### src/rtl/usb_pkg.sv
// Shared types for the USB endpoint FIFO: per-side operation codes and
// their priority decode (abort/rewind beat commit, commit beats a bare push/pop).
package usb_pkg;

    typedef enum logic [1:0] {
        WR_NOP    = 2'd0,
        WR_PUSH   = 2'd1,
        WR_COMMIT = 2'd2,
        WR_ABORT  = 2'd3
    } fifo_wr_op_t;

    typedef enum logic [1:0] {
        RD_NOP    = 2'd0,
        RD_POP    = 2'd1,
        RD_COMMIT = 2'd2,
        RD_REWIND = 2'd3
    } fifo_rd_op_t;

    function automatic fifo_wr_op_t decode_wr_op(input logic wrreq, input logic wr_commit,
                                                 input logic wr_abort);
        fifo_wr_op_t op;
        if (wr_abort) begin
            op = WR_ABORT;
        end else if (wr_commit) begin
            op = WR_COMMIT;
        end else if (wrreq) begin
            op = WR_PUSH;
        end else begin
            op = WR_NOP;
        end
        return op;
    endfunction

    function automatic fifo_rd_op_t decode_rd_op(input logic rdreq, input logic rd_commit,
                                                 input logic rd_rewind);
        fifo_rd_op_t op;
        if (rd_rewind) begin
            op = RD_REWIND;
        end else if (rd_commit) begin
            op = RD_COMMIT;
        end else if (rdreq) begin
            op = RD_POP;
        end else begin
            op = RD_NOP;
        end
        return op;
    endfunction

endpackage

### src/rtl/usb_fifo_ram.sv
// Simple dual-port RAM: one write port, one registered read port.
// The read register clears on reset only; otherwise it holds unless re is set.
module usb_fifo_ram #(
    parameter int ADDR_WIDTH = 4,
    parameter int DATA_WIDTH = 8
) (
    input  logic                  clk,
    input  logic                  reset,
    input  logic                  we,
    input  logic [ADDR_WIDTH-1:0] waddr,
    input  logic [DATA_WIDTH-1:0] wdata,
    input  logic                  re,
    input  logic [ADDR_WIDTH-1:0] raddr,
    output logic [DATA_WIDTH-1:0] rdata
);

    localparam int DEPTH = 1 << ADDR_WIDTH;

    logic [DATA_WIDTH-1:0] mem_r [DEPTH];
    logic [DATA_WIDTH-1:0] rdata_r;

    // Storage array write port
    always_ff @(posedge clk) begin
        if (we) begin
            mem_r[waddr] <= wdata;
        end
    end

    // Registered read port
    always_ff @(posedge clk) begin
        if (reset) begin
            rdata_r <= {DATA_WIDTH{1'b0}};
        end else if (re) begin
            rdata_r <= mem_r[raddr];
        end
    end

    assign rdata = rdata_r;

endmodule

### src/rtl/usb_ep_fifo.sv
// Endpoint FIFO with packet-level transactions: speculative writes become visible
// on wr_commit (or vanish on wr_abort); speculative reads free space on rd_commit
// (or replay on rd_rewind).
module usb_ep_fifo
    import usb_pkg::*;
#(
    parameter int ADDR_WIDTH  = 4,
    parameter int DATA_WIDTH  = 8,
    parameter int AFULL_LEVEL = 12
) (
    input  logic                  clk,
    input  logic                  reset,
    input  logic                  sclr,
    input  logic [DATA_WIDTH-1:0] data,
    input  logic                  wrreq,
    input  logic                  wr_commit,
    input  logic                  wr_abort,
    input  logic                  rdreq,
    input  logic                  rd_commit,
    input  logic                  rd_rewind,
    output logic [DATA_WIDTH-1:0] q,
    output logic [ADDR_WIDTH:0]   usedw,
    output logic                  empty,
    output logic                  full,
    output logic                  almost_full,
    output logic                  overflow,
    output logic                  underflow
);

    localparam int PTR_W = ADDR_WIDTH + 1;
    localparam logic [PTR_W-1:0] DEPTH_P = {1'b1, {ADDR_WIDTH{1'b0}}};
    localparam logic [PTR_W-1:0] AFULL_P = PTR_W'(AFULL_LEVEL);

    logic [PTR_W-1:0] wp_r, wb_r, rp_r, rb_r;
    logic             overflow_r, underflow_r;

    logic [PTR_W-1:0] usedw_s, occ_s, wp_next_s, rp_next_s;
    logic             empty_s, full_s, flush_s;
    logic             push_s, pop_s, ovf_s, unf_s;
    fifo_wr_op_t      wr_op_s;
    fifo_rd_op_t      rd_op_s;

    // Flags and accept decisions, all from pre-edge pointer state
    always_comb begin
        usedw_s   = wb_r - rp_r;
        occ_s     = wp_r - rb_r;
        empty_s   = (usedw_s == {PTR_W{1'b0}});
        full_s    = (occ_s == DEPTH_P);
        flush_s   = reset | sclr;
        wr_op_s   = decode_wr_op(wrreq, wr_commit, wr_abort);
        rd_op_s   = decode_rd_op(rdreq, rd_commit, rd_rewind);
        push_s    = wrreq & ~full_s & (wr_op_s != WR_ABORT) & ~flush_s;
        pop_s     = rdreq & ~empty_s & (rd_op_s != RD_REWIND) & ~flush_s;
        ovf_s     = wrreq & full_s & (wr_op_s != WR_ABORT);
        unf_s     = rdreq & empty_s & (rd_op_s != RD_REWIND);
        wp_next_s = wp_r + {{ADDR_WIDTH{1'b0}}, push_s};
        rp_next_s = rp_r + {{ADDR_WIDTH{1'b0}}, pop_s};
    end

    // Pointer and pulse registers; commits take the post-increment pointer
    always_ff @(posedge clk) begin
        if (reset || sclr) begin
            wp_r        <= {PTR_W{1'b0}};
            wb_r        <= {PTR_W{1'b0}};
            rp_r        <= {PTR_W{1'b0}};
            rb_r        <= {PTR_W{1'b0}};
            overflow_r  <= 1'b0;
            underflow_r <= 1'b0;
        end else begin
            overflow_r  <= ovf_s;
            underflow_r <= unf_s;
            case (wr_op_s)
                WR_ABORT:  wp_r <= wb_r;
                WR_COMMIT: begin
                    wp_r <= wp_next_s;
                    wb_r <= wp_next_s;
                end
                WR_PUSH:   wp_r <= wp_next_s;
                default:   wp_r <= wp_r;
            endcase
            case (rd_op_s)
                RD_REWIND: rp_r <= rb_r;
                RD_COMMIT: begin
                    rp_r <= rp_next_s;
                    rb_r <= rp_next_s;
                end
                RD_POP:    rp_r <= rp_next_s;
                default:   rp_r <= rp_r;
            endcase
        end
    end

    // sclr keeps q because pop_s is gated off and the RAM only clears on reset
    usb_fifo_ram #(
        .ADDR_WIDTH (ADDR_WIDTH),
        .DATA_WIDTH (DATA_WIDTH)
    ) u_ram (
        .clk   (clk),
        .reset (reset),
        .we    (push_s),
        .waddr (wp_r[ADDR_WIDTH-1:0]),
        .wdata (data),
        .re    (pop_s),
        .raddr (rp_r[ADDR_WIDTH-1:0]),
        .rdata (q)
    );

    assign usedw       = usedw_s;
    assign empty       = empty_s;
    assign full        = full_s;
    assign almost_full = (occ_s >= AFULL_P);
    assign overflow    = overflow_r;
    assign underflow   = underflow_r;

endmodule
### config.mk
export PLATFORM = sky130hd
export DESIGN_NAME = usb_ep_fifo
export DESIGN_NICKNAME = d
export VERILOG_FILES = /design/src/rtl/usb_pkg.sv /design/src/rtl/usb_fifo_ram.sv /design/src/rtl/usb_ep_fifo.sv
export SDC_FILE = /design/constraint.sdc
export NUM_CORES = 1
export LEC_CHECK = 0
export ABC_AREA = 0
export CORE_MARGIN = 2
export CORE_UTILIZATION = 59
export CTS_BUF_LIST = sky130_fd_sc_hd__clkbuf_2
export DETAILED_ROUTE_END_ITERATION = 12
export GPL_ROUTABILITY_DRIVEN = 0
export PLACE_DENSITY = 0.81
export SLEW_MARGIN = 20
export SYNTH_ARGS = -nofsm -noshare
export SYNTH_HDL_FRONTEND = slang
export SYNTH_HIERARCHICAL = 1
export SYNTH_SLANG_ARGS = --single-unit
### constraint.sdc
create_clock -name clk -period 6.99 [get_ports clk]
set_clock_uncertainty 0.05 [all_clocks]
set_input_delay 1.398 -clock clk [delete_from_list [all_inputs] [get_ports clk]]
set_output_delay 1.398 -clock clk [all_outputs]
set_load 0.03 [all_outputs]
==> results of run 1 <==
==> cells by family (layout without fill, tap and decap cells) <==
family / count (synthesis) / count (layout) / synth area share, %
mux: 70 / 70 / 10.22
flops: 158 / 158 / 64.79
xor+xnor: 15 / 15 / 2.116
fa+ha+maj: 19 / 19 / 3.575
simple gates: 122 / 122 / 8.938
buf+inv: 40 / 84 / 3.502
compound gates: 68 / 68 / 6.859
==> registers in the layout (all words and copies together), names as in the netlist <==
register and flops:
u_ram/mem_r 128, underflow 1, rb_r 5, u_ram/rdata 8, rp_r 5, overflow 1, wb_r 5, wp_r 5
==> report_power, final <==
part | switching, mW | total (mW) | internal [mW] | leakage (nW)
logic | 0.0765 | 0.125 | 0.0483 | 0.878
clock network | 0.289 | 0.520 | 0.231 | 0.155
registers | 0.00605 | 1.03 | 1.02 | 1.39
total | 0.372 | 1.67 | 1.30 | 2.43
==> metrics by stage <==
| step | instances | area, um^2 |
|---|---|---|
| finish | 679 | 7476 |
| global route | 679 | 7476 |
| CTS | 679 | 7466 |
| detailed placement | 648 | 7217 |
| global placement | 648 | 7217 |
| floorplan | 492 | 6859 |
==> how the worst max path moves through the flow <==
stage,startpoint,end,depth (start not counted)
2_1_floorplan,wr_commit,u_ram/mem_r[0][0],5
3_3_place_gp,wr_commit,u_ram/mem_r[0][3],8
3_5_place_dp,wr_commit,u_ram/mem_r[0][4],8
4_1_cts,rp_r[0],empty,8
5_1_grt,rp_r[0],empty,8
6_report,rp_r[0],empty,8
==> worst max-delay path, delay by kind of cell, from the launching register on <==
family | cells | cell delay (ns)
fa+ha+maj | 2 | 0.64
simple gates | 1 | 0.24
flops | 1 | 0.56
compound gates | 2 | 0.37
buf+inv | 2 | 0.76
xor+xnor | 1 | 0.16
==> placed cells by master, fill, tap and decap left out, types with 6 or more instances in the layout <==
| master | synthesis | routed |
|---|---|---|
| nor3b_1 | 6 | 6 |
| a22oi_1 | 25 | 25 |
| a21oi_1 | 17 | 17 |
| xnor2_1 | 8 | 8 |
| xor2_1 | 6 | 6 |
| ha_1 | 18 | 18 |
| nor2b_1 | 8 | 6 |
| nand3_1 | 29 | 29 |
| nor2_1 | 36 | 36 |
| a211oi_1 | 10 | 10 |
| nand2_1 | 19 | 19 |
| edfxtp_1 | 128 | 128 |
| mux2i_1 | 70 | 70 |
| clkdlybuf4s50_1 | 0 | 34 |
| clkbuf_2 | 0 | 20 |
| inv_1 | 18 | 18 |
| dfxtp_1 | 30 | 29 |
==> metal layers <==
layer / vias up / part of all wire [%] / global-route usage, %
met5: - / 0 / 0
met4: 0 / 2.8 / 10.37
met3: 34 / 5.0 / 4.790
met2: 140 / 51 / 41.13
met1: 1995 / 42 / 29.96
li1: 1912 / - / -
==> layout make-up <==
type                    count  area [um^2]  share of cell area [%]
well taps                 143        178.9                   2.393
inverters                  18        67.56                  0.9038
repair buffers             35        347.8                   4.653
clock inverters            11        148.9                   1.992
clock buffers              20        100.1                   1.339
flip-flops and latches    158         4448                   59.50
multi-input cells         294         2185                   29.22
==> impl_metrics.toml, run 1 <==
[yosys]
ys.warnings.count = 6
async_reset_ff_share_pct = 0
synthCells = 492
synth_top_area_share_pct = 56.04
syn_nets = 528
syn_area_um2 = 6859
yosysMostFrequentCell = "edfxtp_1"
yosys_most_used_dff = "edfxtp_1"
synth-seq-area-share_pct = 64.79
synth_seq_cells = 158
yosys.area.top_type = "edfxtp_1"
post_synth_most_frequent_cells = "edfxtp_1 (128), mux2i_1 (70), nor2_1 (36)"
synth_cell_types = 40
synthTopCellsByArea = "edfxtp_1 (56%), mux2i_1 (10%), dfxtp_1 (8.8%)"
synth_edf_count = 128
synth.avg_cell_area_um2 = 13.94

[sta]
min_period_ns = 4.878
timing.hold.ws_ns = 0.4186
rsz0062_at_grt = "no"
slew_violations = 0
finalSetupViolCount = 0
tightest_slew_ns = 1.109
fmax_mhz = 205.0
max_slew_margin_pct = 25.77
setup_ws_ns = 2.112
fin_tns_setup_ns = 0
period_share_pct = 69.78
hold_violations = 0

[clock_tree]
htree_levels = 4
clkTransAtPathRegs_ns = 0.19
clockBufferDepth = 2
cts_tree = "built"
cts_setup_buffers = 0
cts.sinks = 158
numCtsBuffers = 17
ctsHoldBuffers = 0
root_buffer = "clkbuf_2"
cts_resized = 0
clk_latency_ns = 0.71

[global_route]
grt_max_degree = 65
first_global_vias = 4145
grt_pass1_wl_um = 22450
antenna_found_initial = 0
grt_use_total_pct = 24.05
grt_overflow = 0

[layout]
final_layout_size_suffix_gt1_share_pct = 6.903
antennaDiodeCount = 0
area_growth_pct = 8.993
fill_cells = 838
fin_nets = 560
finish.utilization_pct = 65.75

[min_path]
min_path_cells = 2
min_delay_worst_endpoint = "u_ram/rdata[5]"
hp-start = "u_ram/rdata[5]"
hp-class = "reg2reg"

[route]
vias_per_cell = 6.010
drt-wirelength-per-cell_um = 21.03
routed_wl_um = 14280
drt-initial-drc-count = 407
ant_nets = 0
first_pass_iters = 6
post-route-drc-count = 0
vias = 4081

[die]
ios = 35
core_um2 = 11370
die-area_um2 = 12500
die_h_um = 111.8
placementRows = 39
die_w_um = 111.8
start_util_pct = 60.33

[power_and_ir_drop]
finalPower_mw = 1.671
p_leak_nw = 2.428
power_density_nw_per_um2 = 223.6
ir_worst_vdd_uv = 163.0

[setup_path]
reg2reg_slack_ns = 3.03
cp_slowest_cell = "clkdlybuf4s50_1"
crit_chain = "ha_1 > inv_1 > fa_1 > a21o_1 > a21oi_1 > xnor2_1 > nor3_1 > clkdlybuf4s50_1"
crit_required_ns = 5.54
crit_fanout = 7
path_class = "reg2out"
critical-path-max-stage-delay_ns = 0.71
r2r_start = "wp_r[2]"
critPathLaunchType = "flop"
worst_r2r_endpoint = "u_ram/mem_r[0][4]"
reg2regPathDepth = 7
cp.arrival_ns = 3.43
end_kind = "output port"

[placement]
pre_cts_ws_ns = 1.972
dp_hpwl_um = 9674
io_buffers = 34

[status]
outcome = "completed"

[job]
drv_cap = 0
Power figures use the tool's default switching activity.
==> inputs of run 2 (changes only) <==
==> constraint.sdc (replaced) <==
create_clock -name clk -period 4.7 [get_ports clk]
set_clock_uncertainty 0.05 [all_clocks]
set_input_delay 0.94 -clock clk [delete_from_list [all_inputs] [get_ports clk]]
set_output_delay 0.94 -clock clk [all_outputs]
set_load 0.03 [all_outputs]
==> run 2 against run 1 <==
  * Flip-flop and latch count unchanged
  * Die area did not move
  * Design area is 2.0% higher
  * Count of clock-buffer cells in the layout increased by 3
  * First-iteration DRC count decreased by 7.1%
  * Via count grew 2.2%
  * Non-clock buffer count increased by 17
  * Sequential share of layout area down 1.2 points
  * Setup slack worse by 1.7 ns
  * Power increased by 49%
  * Worst hold slack better by 0.0037 ns
  * Combinational power grew 46%
==> impl_metrics.toml, run 2 (synthesis gave the netlist of run 1 again) <==
[layout]
fin_nets = 577
fill_cells = 794
final_layout_size_suffix_gt1_share_pct = 9.928
regMostFlops = "u_ram/mem_r"
largest_reg_flops = 128
antennaDiodeCount = 0
area_growth_pct = 11.16
final_cell_mix = "edfxtp_1 (128), mux2i_1 (70), nor2_1 (36)"
final_common_cell = "edfxtp_1"
finish.utilization_pct = 67.06
layout.cells.non_filler = 697
final_cell_area_um2 = 7625

[clock_tree]
cts_setup_buffers = 0
htree_levels = 4
root_buffer = "clkbuf_2"
clk_latency_ns = 0.69
ctsHoldBuffers = 0
cts_tree = "built"
cts_resized = 0
cts.sinks = 158
numCtsBuffers = 17
clockBufferDepth = 2
clkTransAtPathRegs_ns = 0.18

[power_and_ir_drop]
power_density_nw_per_um2 = 326.6
ir_worst_vdd_uv = 243.6
finalPower_mw = 2.490
p_leak_nw = 2.528

[sta]
fmax_mhz = 233.3
hold_violations = 0
slew_violations = 0
min_period_ns = 4.286
setup_ws_ns = 0.4136
rsz0062_at_grt = "no"
tightest_slew_ns = 0.8744
finalSetupViolCount = 0
max_slew_margin_pct = 41.49
fin_tns_setup_ns = 0
timing.hold.ws_ns = 0.4223
period_share_pct = 91.20

[route]
drt-initial-drc-count = 378
vias = 4171
first_pass_iters = 5
drt-wirelength-per-cell_um = 19.97
routed_wl_um = 13920
post-route-drc-count = 0
ant_nets = 0
vias_per_cell = 5.984

[die]
die_w_um = 111.8
ios = 35
die_h_um = 111.8
start_util_pct = 60.33
core_um2 = 11370
placementRows = 39
die-area_um2 = 12500

[placement]
io_buffers = 34
dp_hpwl_um = 9372
dpl_cell_area_um2 = 7337
dp_cells = 664
pre_cts_ws_ns = 0.7801

[job]
drv_cap = 0

[setup_path]
path_class = "reg2out"
cp.arrival_ns = 3.30
critPathLaunchType = "flop"
crit_required_ns = 3.71
critPathLaunch = "rp_r[0]"
crit_fanout = 7
reg2regPathDepth = 9
end_kind = "output port"
r2r_start = "wp_r[2]"

[global_route]
first_global_vias = 4253
grt_pass1_wl_um = 22270
grt_overflow = 0
grt_use_total_pct = 23.43
grt_max_degree = 70
antenna_found_initial = 0

[min_path]
hp-start = "u_ram/rdata[5]"
min_path_cells = 2
hp-class = "reg2reg"

[status]
outcome = "completed"
## run 2: cell types whose count changed in the layout (fill, tap and decap cells not counted), moves of 2 or more
cell and change:
buf_4 +16, clkbuf_2 +3, clkinv_1 -3, nor2b_1 +2, nor2b_2 -2
## run 2: power breakdown
| part | total (mW) | switching, mW | internal [mW] |
|---|---|---|---|
| clock network | 0.781 | 0.424 | 0.358 |
| logic | 0.183 | 0.109 | 0.0739 |
| registers | 1.53 | 0.00829 | 1.52 |
| total | 2.49 | 0.541 | 1.95 |
## run 2: worst paths after layout
kind | to | slack [ns]
worst max-delay path | empty | 0.41
worst min-delay path | u_ram/rdata[5] | 0.42
worst max register to register | u_ram/mem_r[0][7] | 1.42
worst min register to register | u_ram/rdata[5] | 0.42
## run 2: layer usage
layer  track usage, %  part of all wire (%)
met1            30.03                    40
met5                0                     0
met2            38.75                    50
met3            4.246                   6.6
met4            11.60                   3.1
## run 2: area by class of cell
type / instances / area [um^2] / area share (%)
inverters: 18 / 67.56 / 0.8861
flip-flops and latches: 158 / 4448 / 58.34
clock buffers: 23 / 115.1 / 1.510
clock inverters: 9 / 145.1 / 1.904
multi-input cells: 294 / 2175 / 28.52
repair buffers: 52 / 495.5 / 6.498
well taps: 143 / 178.9 / 2.347
## run 2: critical path: stages, from the launching register on
cell             delay (ns)
dfxtp_1                0.51
ha_1                   0.22
inv_1                  0.05
fa_1                   0.41
a21o_1                 0.20
a21oi_1                0.17
xnor2_1                0.16
nor3_1                 0.20
clkdlybuf4s50_1        0.69
